--- src/rtl/i2s_pkg.sv ---
// Shared I2S definitions: default geometry, channel encoding and stereo payload.
package i2s_pkg;

    localparam int unsigned I2S_DATA_SIZE = 24;
    localparam int unsigned I2S_SLOT_BITS = 32;
    localparam int unsigned I2S_CLK_DIV   = 4;

    typedef enum logic {
        CH_LEFT  = 1'b0,
        CH_RIGHT = 1'b1
    } i2s_ch_e;

    typedef struct packed {
        logic [I2S_DATA_SIZE-1:0] left;
        logic [I2S_DATA_SIZE-1:0] right;
    } i2s_stereo_t;

endpackage

--- src/rtl/transmitter_i2s_if.sv ---
// Stereo sample handshake between a sample source and the I2S transmitter.
interface transmitter_i2s_if #(
    parameter int unsigned DATA_SIZE = i2s_pkg::I2S_DATA_SIZE
);
    logic [DATA_SIZE-1:0] sample_left;
    logic [DATA_SIZE-1:0] sample_right;
    logic                 sample_valid;
    logic                 sample_ready;

    modport master (
        output sample_left, sample_right, sample_valid,
        input  sample_ready
    );

    modport slave (
        input  sample_left, sample_right, sample_valid,
        output sample_ready
    );
endinterface

--- src/rtl/i2s_clk_div.sv ---
// Bit-clock divider: toggles sck every CLK_DIV clk cycles; strobes flag the clk
// whose edge produces the next SCK rise or fall.
module i2s_clk_div #(
    parameter int unsigned CLK_DIV = 4
) (
    input  logic clk,
    input  logic rst,
    output logic sck_o,
    output logic sck_rise_c,
    output logic sck_fall_c
);
    if (CLK_DIV < 1) begin : g_bad_div
        $error("i2s_clk_div: CLK_DIV must be at least 1");
    end

    localparam int unsigned CW = (CLK_DIV > 1) ? $clog2(CLK_DIV) : 1;
    localparam logic [CW-1:0] CNT_LAST = CW'(CLK_DIV - 1);

    logic [CW-1:0] cnt_q, cnt_d;
    logic          sck_q, sck_d;
    logic          term_c;

    always_comb begin
        term_c = (cnt_q == CNT_LAST);
        cnt_d  = term_c ? '0 : cnt_q + CW'(1);
        sck_d  = term_c ? ~sck_q : sck_q;
    end

    always_ff @(posedge clk) begin
        if (rst) begin
            cnt_q <= '0;
            sck_q <= 1'b0;
        end else begin
            cnt_q <= cnt_d;
            sck_q <= sck_d;
        end
    end

    assign sck_o      = sck_q;
    assign sck_rise_c = term_c & ~sck_q;
    assign sck_fall_c = term_c &  sck_q;
endmodule

--- src/rtl/transmitter_i2s.sv ---
// I2S master transmitter: one-pair holding buffer feeding MSB-first serialisers
// with the standard one-bit WS-to-data delay; silence plus underrun when starved.
module transmitter_i2s
    import i2s_pkg::*;
#(
    parameter int unsigned DATA_SIZE = I2S_DATA_SIZE,
    parameter int unsigned SLOT_BITS = I2S_SLOT_BITS,
    parameter int unsigned CLK_DIV   = I2S_CLK_DIV
) (
    input  logic                clk,
    input  logic                rst,
    transmitter_i2s_if.slave    s_if,
    output logic                i2s_sck,
    output logic                i2s_ws,
    output logic                i2s_sd,
    output logic                frame_start,
    output logic                underrun
);
    if (SLOT_BITS < DATA_SIZE + 1) begin : g_bad_slot
        $error("transmitter_i2s: SLOT_BITS must be at least DATA_SIZE+1");
    end

    localparam int unsigned BW = $clog2(2 * SLOT_BITS);
    localparam logic [BW-1:0] B_LAST    = BW'(2 * SLOT_BITS - 1);
    localparam logic [BW-1:0] SLOT_LEN  = BW'(SLOT_BITS);
    localparam logic [BW-1:0] DATA_LAST = BW'(DATA_SIZE);

    logic                 shift_c;
    logic                 unused_sck_rise;

    logic [DATA_SIZE-1:0] buf_l_q, buf_l_d, buf_r_q, buf_r_d;
    logic [DATA_SIZE-1:0] sh_l_q, sh_l_d, sh_r_q, sh_r_d;
    logic                 buf_full_q, buf_full_d;
    logic [BW-1:0]        b_q, b_d;
    logic                 ws_q, ws_d, sd_q, sd_d;
    logic                 ready_q, ready_d;
    logic                 fs_q, fs_d, ur_q, ur_d;

    logic                 accept_c;
    i2s_ch_e              ch_c;
    logic [BW-1:0]        k_c;

    i2s_clk_div #(.CLK_DIV(CLK_DIV)) u_clk_div (
        .clk        (clk),
        .rst        (rst),
        .sck_o      (i2s_sck),
        .sck_rise_c (unused_sck_rise),
        .sck_fall_c (shift_c)
    );

    // Load sees the pre-clk buffer, so an accept coinciding with an empty-buffer
    // frame start is kept for the following frame.
    always_comb begin
        buf_l_d    = buf_l_q;
        buf_r_d    = buf_r_q;
        buf_full_d = buf_full_q;
        sh_l_d     = sh_l_q;
        sh_r_d     = sh_r_q;
        b_d        = b_q;
        ws_d       = ws_q;
        sd_d       = sd_q;
        fs_d       = 1'b0;
        ur_d       = 1'b0;

        accept_c = s_if.sample_valid && !buf_full_q;
        ch_c     = (b_q >= SLOT_LEN) ? CH_RIGHT : CH_LEFT;
        k_c      = (ch_c == CH_RIGHT) ? b_q - SLOT_LEN : b_q;

        if (accept_c) begin
            buf_l_d    = s_if.sample_left;
            buf_r_d    = s_if.sample_right;
            buf_full_d = 1'b1;
        end

        if (shift_c) begin
            b_d  = (b_q == B_LAST) ? '0 : b_q + BW'(1);
            ws_d = (ch_c == CH_RIGHT);
            sd_d = 1'b0;

            if (b_q == '0) begin
                if (buf_full_q) begin
                    sh_l_d     = buf_l_q;
                    sh_r_d     = buf_r_q;
                    buf_full_d = 1'b0;
                    fs_d       = 1'b1;
                end else begin
                    sh_l_d = '0;
                    sh_r_d = '0;
                    ur_d   = 1'b1;
                end
            end else if (k_c != '0 && k_c <= DATA_LAST) begin
                if (ch_c == CH_RIGHT) begin
                    sd_d   = sh_r_q[DATA_SIZE-1];
                    sh_r_d = sh_r_q << 1;
                end else begin
                    sd_d   = sh_l_q[DATA_SIZE-1];
                    sh_l_d = sh_l_q << 1;
                end
            end
        end

        ready_d = !buf_full_d;
    end

    always_ff @(posedge clk) begin
        if (rst) begin
            buf_l_q    <= '0;
            buf_r_q    <= '0;
            buf_full_q <= 1'b0;
            sh_l_q     <= '0;
            sh_r_q     <= '0;
            b_q        <= '0;
            ws_q       <= 1'b0;
            sd_q       <= 1'b0;
            ready_q    <= 1'b1;
            fs_q       <= 1'b0;
            ur_q       <= 1'b0;
        end else begin
            buf_l_q    <= buf_l_d;
            buf_r_q    <= buf_r_d;
            buf_full_q <= buf_full_d;
            sh_l_q     <= sh_l_d;
            sh_r_q     <= sh_r_d;
            b_q        <= b_d;
            ws_q       <= ws_d;
            sd_q       <= sd_d;
            ready_q    <= ready_d;
            fs_q       <= fs_d;
            ur_q       <= ur_d;
        end
    end

    assign s_if.sample_ready = ready_q;
    assign i2s_ws            = ws_q;
    assign i2s_sd            = sd_q;
    assign frame_start       = fs_q;
    assign underrun          = ur_q;
endmodule

--- src/flat_wrapper.sv ---
// flat-port wrapper written by rule: the top's interface ports become plain ports
module transmitter_i2s_flat import i2s_pkg::*;
#(
    parameter int unsigned DATA_SIZE = I2S_DATA_SIZE,
    parameter int unsigned SLOT_BITS = I2S_SLOT_BITS,
    parameter int unsigned CLK_DIV   = I2S_CLK_DIV
)
  (clk, rst, i2s_sck, i2s_ws, i2s_sd, frame_start, underrun, s_if_sample_left, s_if_sample_right, s_if_sample_valid, s_if_sample_ready);
  transmitter_i2s_if #(.DATA_SIZE(DATA_SIZE)) s_if_i ();
  input  logic clk;
  input  logic rst;
  output logic i2s_sck;
  output logic i2s_ws;
  output logic i2s_sd;
  output logic frame_start;
  output logic underrun;
  input wire logic [$bits(s_if_i.sample_left)-1:0] s_if_sample_left;
  input wire logic [$bits(s_if_i.sample_right)-1:0] s_if_sample_right;
  input wire logic [$bits(s_if_i.sample_valid)-1:0] s_if_sample_valid;
  output wire logic [$bits(s_if_i.sample_ready)-1:0] s_if_sample_ready;
  assign s_if_i.sample_left = s_if_sample_left;
  assign s_if_i.sample_right = s_if_sample_right;
  assign s_if_i.sample_valid = s_if_sample_valid;
  assign s_if_sample_ready = s_if_i.sample_ready;
  transmitter_i2s #(.DATA_SIZE(DATA_SIZE), .SLOT_BITS(SLOT_BITS), .CLK_DIV(CLK_DIV)) u_core (.clk(clk), .rst(rst), .s_if(s_if_i), .i2s_sck(i2s_sck), .i2s_ws(i2s_ws), .i2s_sd(i2s_sd), .frame_start(frame_start), .underrun(underrun));
endmodule
--- config.mk ---
export PLATFORM = sky130hd
export DESIGN_NAME = transmitter_i2s_flat
export DESIGN_NICKNAME = d
export VERILOG_FILES = /design/src/rtl/i2s_pkg.sv /design/src/rtl/transmitter_i2s_if.sv /design/src/rtl/i2s_clk_div.sv /design/src/rtl/transmitter_i2s.sv /design/src/flat_wrapper.sv
export SDC_FILE = /design/constraint.sdc
export NUM_CORES = 1
export LEC_CHECK = 0
export CAP_MARGIN = 20
export CORE_MARGIN = 4
export CORE_UTILIZATION = 25
export CTS_BUF_LIST = sky130_fd_sc_hd__clkbuf_8
export DETAILED_ROUTE_END_ITERATION = 7
export GPL_ROUTABILITY_DRIVEN = 0
export PLACE_DENSITY = 0.39
export SYNTH_ARGS = -nofsm -noshare
export SYNTH_HDL_FRONTEND = slang
export SYNTH_HIERARCHICAL = 1
export SYNTH_SLANG_ARGS = --single-unit
--- constraint.sdc ---
create_clock -name clk -period 5 [get_ports clk]
set_clock_uncertainty 0.05 [all_clocks]
set_input_delay 1 -clock clk [delete_from_list [all_inputs] [get_ports clk]]
set_output_delay 1 -clock clk [all_outputs]
set_load 0.01 [all_outputs]
Word-level counts from Yosys, hierarchy flattened
Cells that the tools add are included.

cells by class
  add/subtract/negate cells = 3
  $lt $le $gt $ge = 2
  equality and inequality tests = 3
  multiplexer cells = 20
  bitwise logic cells = 4
  reductions and logical operators = 12

operators by type and width
  kind                 count
  $mux 24              8
  $mux 6               2
  $mux 1               10
  $add 6x1->6 const B  1
  $eq 6x6->1 const B   1
  $ge 6x6->1 const B   1
  $le 6x5->1 const B   1
  $logic_not 6->1      1
  $reduce_and 3->1     2
  $reduce_bool 6->1    1
  $sub 6x6->6 const B  1
  $reduce_bool 2->1    2
  $not 1->1            3
  $reduce_or 3->1      1
  $add 2x1->2 const B  1
  $eq 2x2->1 const B   1
  $logic_and 1x1->1    2
  $logic_not 1->1      2
  $ne 2x2->1 const B   1
  $reduce_or 2->1      1
  $and 1x1->1          1

storage, ports and cells
  register bits = 111
  output and inout bits = 6

Logic depth before layout (Yosys ltp)
  depth in word-level cells = 7
  depth in mapped cells = 9

Cells and area by module
Netlist, hierarchy kept.

by module, submodules not included
  module           times used  cells each  area each (um^2)
  transmitter_i2s  1           497         4,339.2
  i2s_clk_div      1           10          111.4

Worst setup path after synthesis
Ideal clock, no wire load.

  path kind = flip-flop to flip-flop
  from = register u_core.b_q[0]
  to = register u_core.sh_r_q[10]
  library setup time = 0.146 ns
  data arrival time = 1.852 ns
  slack = 2.952 ns
  stages on the path, launching flop included = 10
  buffers on the path = 3
  period minus slack after synthesis = 2.048 ns
  cells stage by stage = dfxtp_1 inv_1 ha_1 or4b_1 buf_2 nand2b_1 buf_2 buf_2 a22oi_1 a211oi_2

on the way
  cells in the longest elaborated chain, start to end = 7

RTL lines
  element                                                 RTL line                text
  start: declaration                                      transmitter_i2s.sv:34   logic [BW-1:0] b_q, b_d;
  start signal: assignment                                transmitter_i2s.sv:112  b_q <= '0;
  start signal: assignment                                transmitter_i2s.sv:124  b_q <= b_d;
  $ge 6x6->1                                              transmitter_i2s.sv:66   ch_c = (b_q >= SLOT_LEN) ? CH_RIGHT : CH_LEFT;
  $mux 1                                                  transmitter_i2s.sv:66
  $mux 6                                                  transmitter_i2s.sv:67   k_c = (ch_c == CH_RIGHT) ? b_q - SLOT_LEN : b_q;
  $le 6x5->1 / $reduce_bool 6->1 (equally long branches)  transmitter_i2s.sv:91   end else if (k_c != '0 && k_c <= DATA_LAST) begin
  $logic_and 1x1->1                                       transmitter_i2s.sv:91
  $reduce_bool 2->1 (no source line)                      -
  $reduce_and 3->1 (no source line)                       -
  end signal: assignment                                  transmitter_i2s.sv:123  sh_r_q <= sh_r_d;
  end: declaration                                        transmitter_i2s.sv:32   logic [DATA_SIZE-1:0] sh_l_q, sh_l_d, sh_r_q, sh_r_d;

Parallel ways exist; a longest one is shown, timed or not.
A chain may end at the register's enable or synchronous reset.

Final worst setup path
  from = register u_core.b_q[0]
  to = register u_core.sh_r_q[21]

Same word-level chain as after synthesis.

==> results.txt <==
----------------------------------------------------
[CTS]
  H-Tree Level Count ... 3
  Maximum buffer depth of the clock tree ... 2
  Clock slew seen by the registers of the worst setup and hold paths ... 0.10 ns
  Post-CTS setup buffer count ... 0
  Clock latency on the worst-skew pair ... about 0.38 ns
  TritonCTS sink count ... 111
  CTS Buf Count ... 9
  Hold Buf Count CTS ... 0
  Cell at the root of the clock tree ... clkbuf_8
  Clock tree from TritonCTS ... built
  Post-cts gate resize count ... 0

[Timing]
  Unrepaired setup endpoints after global routing ... false
  Slew at the pin closest to its max-slew limit ... 1.10 ns
  Final setup vio count ... 0
  Final hold violations ... 0
  Min Clock Period, post-route ... 2.97 ns
  Ratio of final minimum period to clock period ... 59.4%
  Max-slew violation count ... 0
  Setup tns final ... 0 ns
  PnR worst setup slack ... 2.03 ns
  Max-slew headroom ... 26.7%
  Achievable clock frequency ... 336 MHz

[Floorplan]
  Die height ... 141 um
  Row cnt ... 48
  Num ports ... 57
  Die X-Extent ... between 100 and 150 um
  Floorplan die area ... between 15000 and 20000 um^2
  Initial standard-cell utilization of the core ... between 20 and 30%
  Area of the core ... 17400 um^2

[Layout]
  Proportion of layout cells with a drive suffix above 1 ... 8.96%
  Finished Cell Area ... 5290 um^2
  Leading cell types in the layout, fill and taps excluded ... 111 x dfxtp_1, 102 x nand2_1, 74 x a21oi_1, 55 x clkdlybuf4s50_1, 31 x nor2_1
  Final standard cell count with taps included and fillers excluded ... 761
  Area growth from synthesis to final layout ... 18.9%
  Leading cell type in the layout, fill and taps excluded ... dfxtp_1
  Final Net Count ... 585
  Number of antenna repair diodes ... 0

[Placed design]
  Number of placed cells counting well taps ... 745
  Post-placement worst setup slack ... between 2 and 2.5 ns
  HPWL Detailed ... around 6.6 mm
  Count of buffers from port buffering ... 56
  Cell Area, Placed ... 5110 um^2

[Power and ir drop]
  Worst ir drop on vdd ... roughly 0.11 mV
  Leakage power summed over all cells ... 1.72 nW
  Overall power ... between 1.5 and 2 mW
  Ratio of total power to cell area ... 298 nW/um^2

[Critical path]
  WP data arrival ... 3.20 ns
  Cell-by-cell trace of the critical path ... inv_1 -> ha_1 -> or4b_1 -> nor3b_4 -> buf_4 -> a22oi_1 -> a211oi_1
  Kind of capture point of the worst setup path ... flop
  Number of cells traversed by the worst register-to-register path ... 7
  Largest stage delay on the critical path ... 0.66 ns
  Type of the worst setup path ... flop to flop
  CP max FO ... 34
  Crit path depth ... 7
  Delay-heaviest family, CP ... simple AND/OR/NAND/NOR gates
  CP bufs+invs ... 2
  Slowest cell on crit path ... nor3b_4
  WP data required ... 5.23 ns
  Startpoint Class ... flop

[GRT]
  Leftover overflow at the end of global routing ... 0
  Global-route total usage across every layer ... 11.5%
  Vias in the first global route ... around 3700
  Largest net degree at the start of global routing ... 76
  Antenna violations before repair ... 0
  First-pass GRT wire length ... 18.7 mm

[Drt]
  Count of vias placed by the detailed router ... 3632
  Number of detailed-route iterations in the first pass ... 4
  Initial drt markers ... 254
  Antenna Violating Nets Remaining ... 0
  Remaining DRCs ... 0
  Avg Vias per Cell ... 4.77
  Total wire length after detailed routing ... 11.3 mm
  Per-cell routed wire length ... about 15 um

[Outcome]
  Outcome ... completed

[Yosys]
  Mapped Nets ... 560
  Cell area after technology mapping ... 4440 um^2
  Gate count of the mapped netlist ... 506
  Yosys Warn Count ... 6
  Synthesized area per cell ... 8.78 um^2

[Worst hold path]
  Worst Hold Depth ... 1
  Worst Hold Class ... flop to flop

[Job]
  Max-cap violation count ... 0

----------------------------------------------------
sequential cells by signal, summed over array words and instances (netlist names):
signal	count
u_core/b_q	6
u_core/buf_full_q	1
u_core/buf_l_q	24
u_core/buf_r_q	24
u_core/frame_start	1
u_core/i2s_sd	1
u_core/i2s_ws	1
u_core/s_if.sample_ready	1
u_core/sh_l_q	24
u_core/sh_r_q	24
u_core/u_clk_div/cnt_q	2
u_core/u_clk_div/sck_o	1
u_core/underrun	1
area by class of cell:
| type | instances | area, um^2 |
|---|---|---|
| Fill cell | 1860 | 12100 |
| Sequential cell | 111 | 2220 |
| Multi-Input combinational cell | 344 | 2000 |
| Timing Repair Buffer | 60 | 588 |
| Tap cell | 225 | 282 |
| Clock buffer | 10 | 138 |
| Clock inverter | 6 | 37.5 |
| Inverter | 5 | 18.8 |
path summary, 6_finish.rpt:
path                                  start                   endpoint  slack (ns)
setup reg to reg              u_core/b_q[0]          u_core/sh_r_q[21]        2.03
hold reg to reg   u_core/u_clk_div/cnt_q[0]  u_core/u_clk_div/cnt_q[0]        0.38
setup / recovery              u_core/b_q[0]          u_core/sh_r_q[21]        2.03
hold / removal    u_core/u_clk_div/cnt_q[0]  u_core/u_clk_div/cnt_q[0]        0.38
power breakdown:
| group | internal (mW) | leakage (nW) | switching, mW |
|---|---|---|---|
| sequential | 0.913 | 0.903 | 0.0161 |
| clock | 0.193 | 0.0895 | 0.312 |
| combinational | 0.0643 | 0.732 | 0.0767 |
stage by stage:
step	utilization [%]	hold slack, ns
3_3_place_gp	29.4	0.357
5_1_grt	30.5	0.412
6_report	30.5	0.383
4_1_cts	30.5	0.391
2_1_floorplan	-	0.346
3_5_place_dp	29.4	0.374
per-layer routing:
layer | track usage [%] | wire length, um | vias to the layer above
li1 | - | - | 1829
met2 | 18.2 | 5030 | 62
met4 | 4.23 | 164 | 0
met3 | 2.49 | 392 | 14
met5 | 0 | 0 | -
met1 | 15.4 | 5710 | 1727
(Power assumes the default switching activity.)
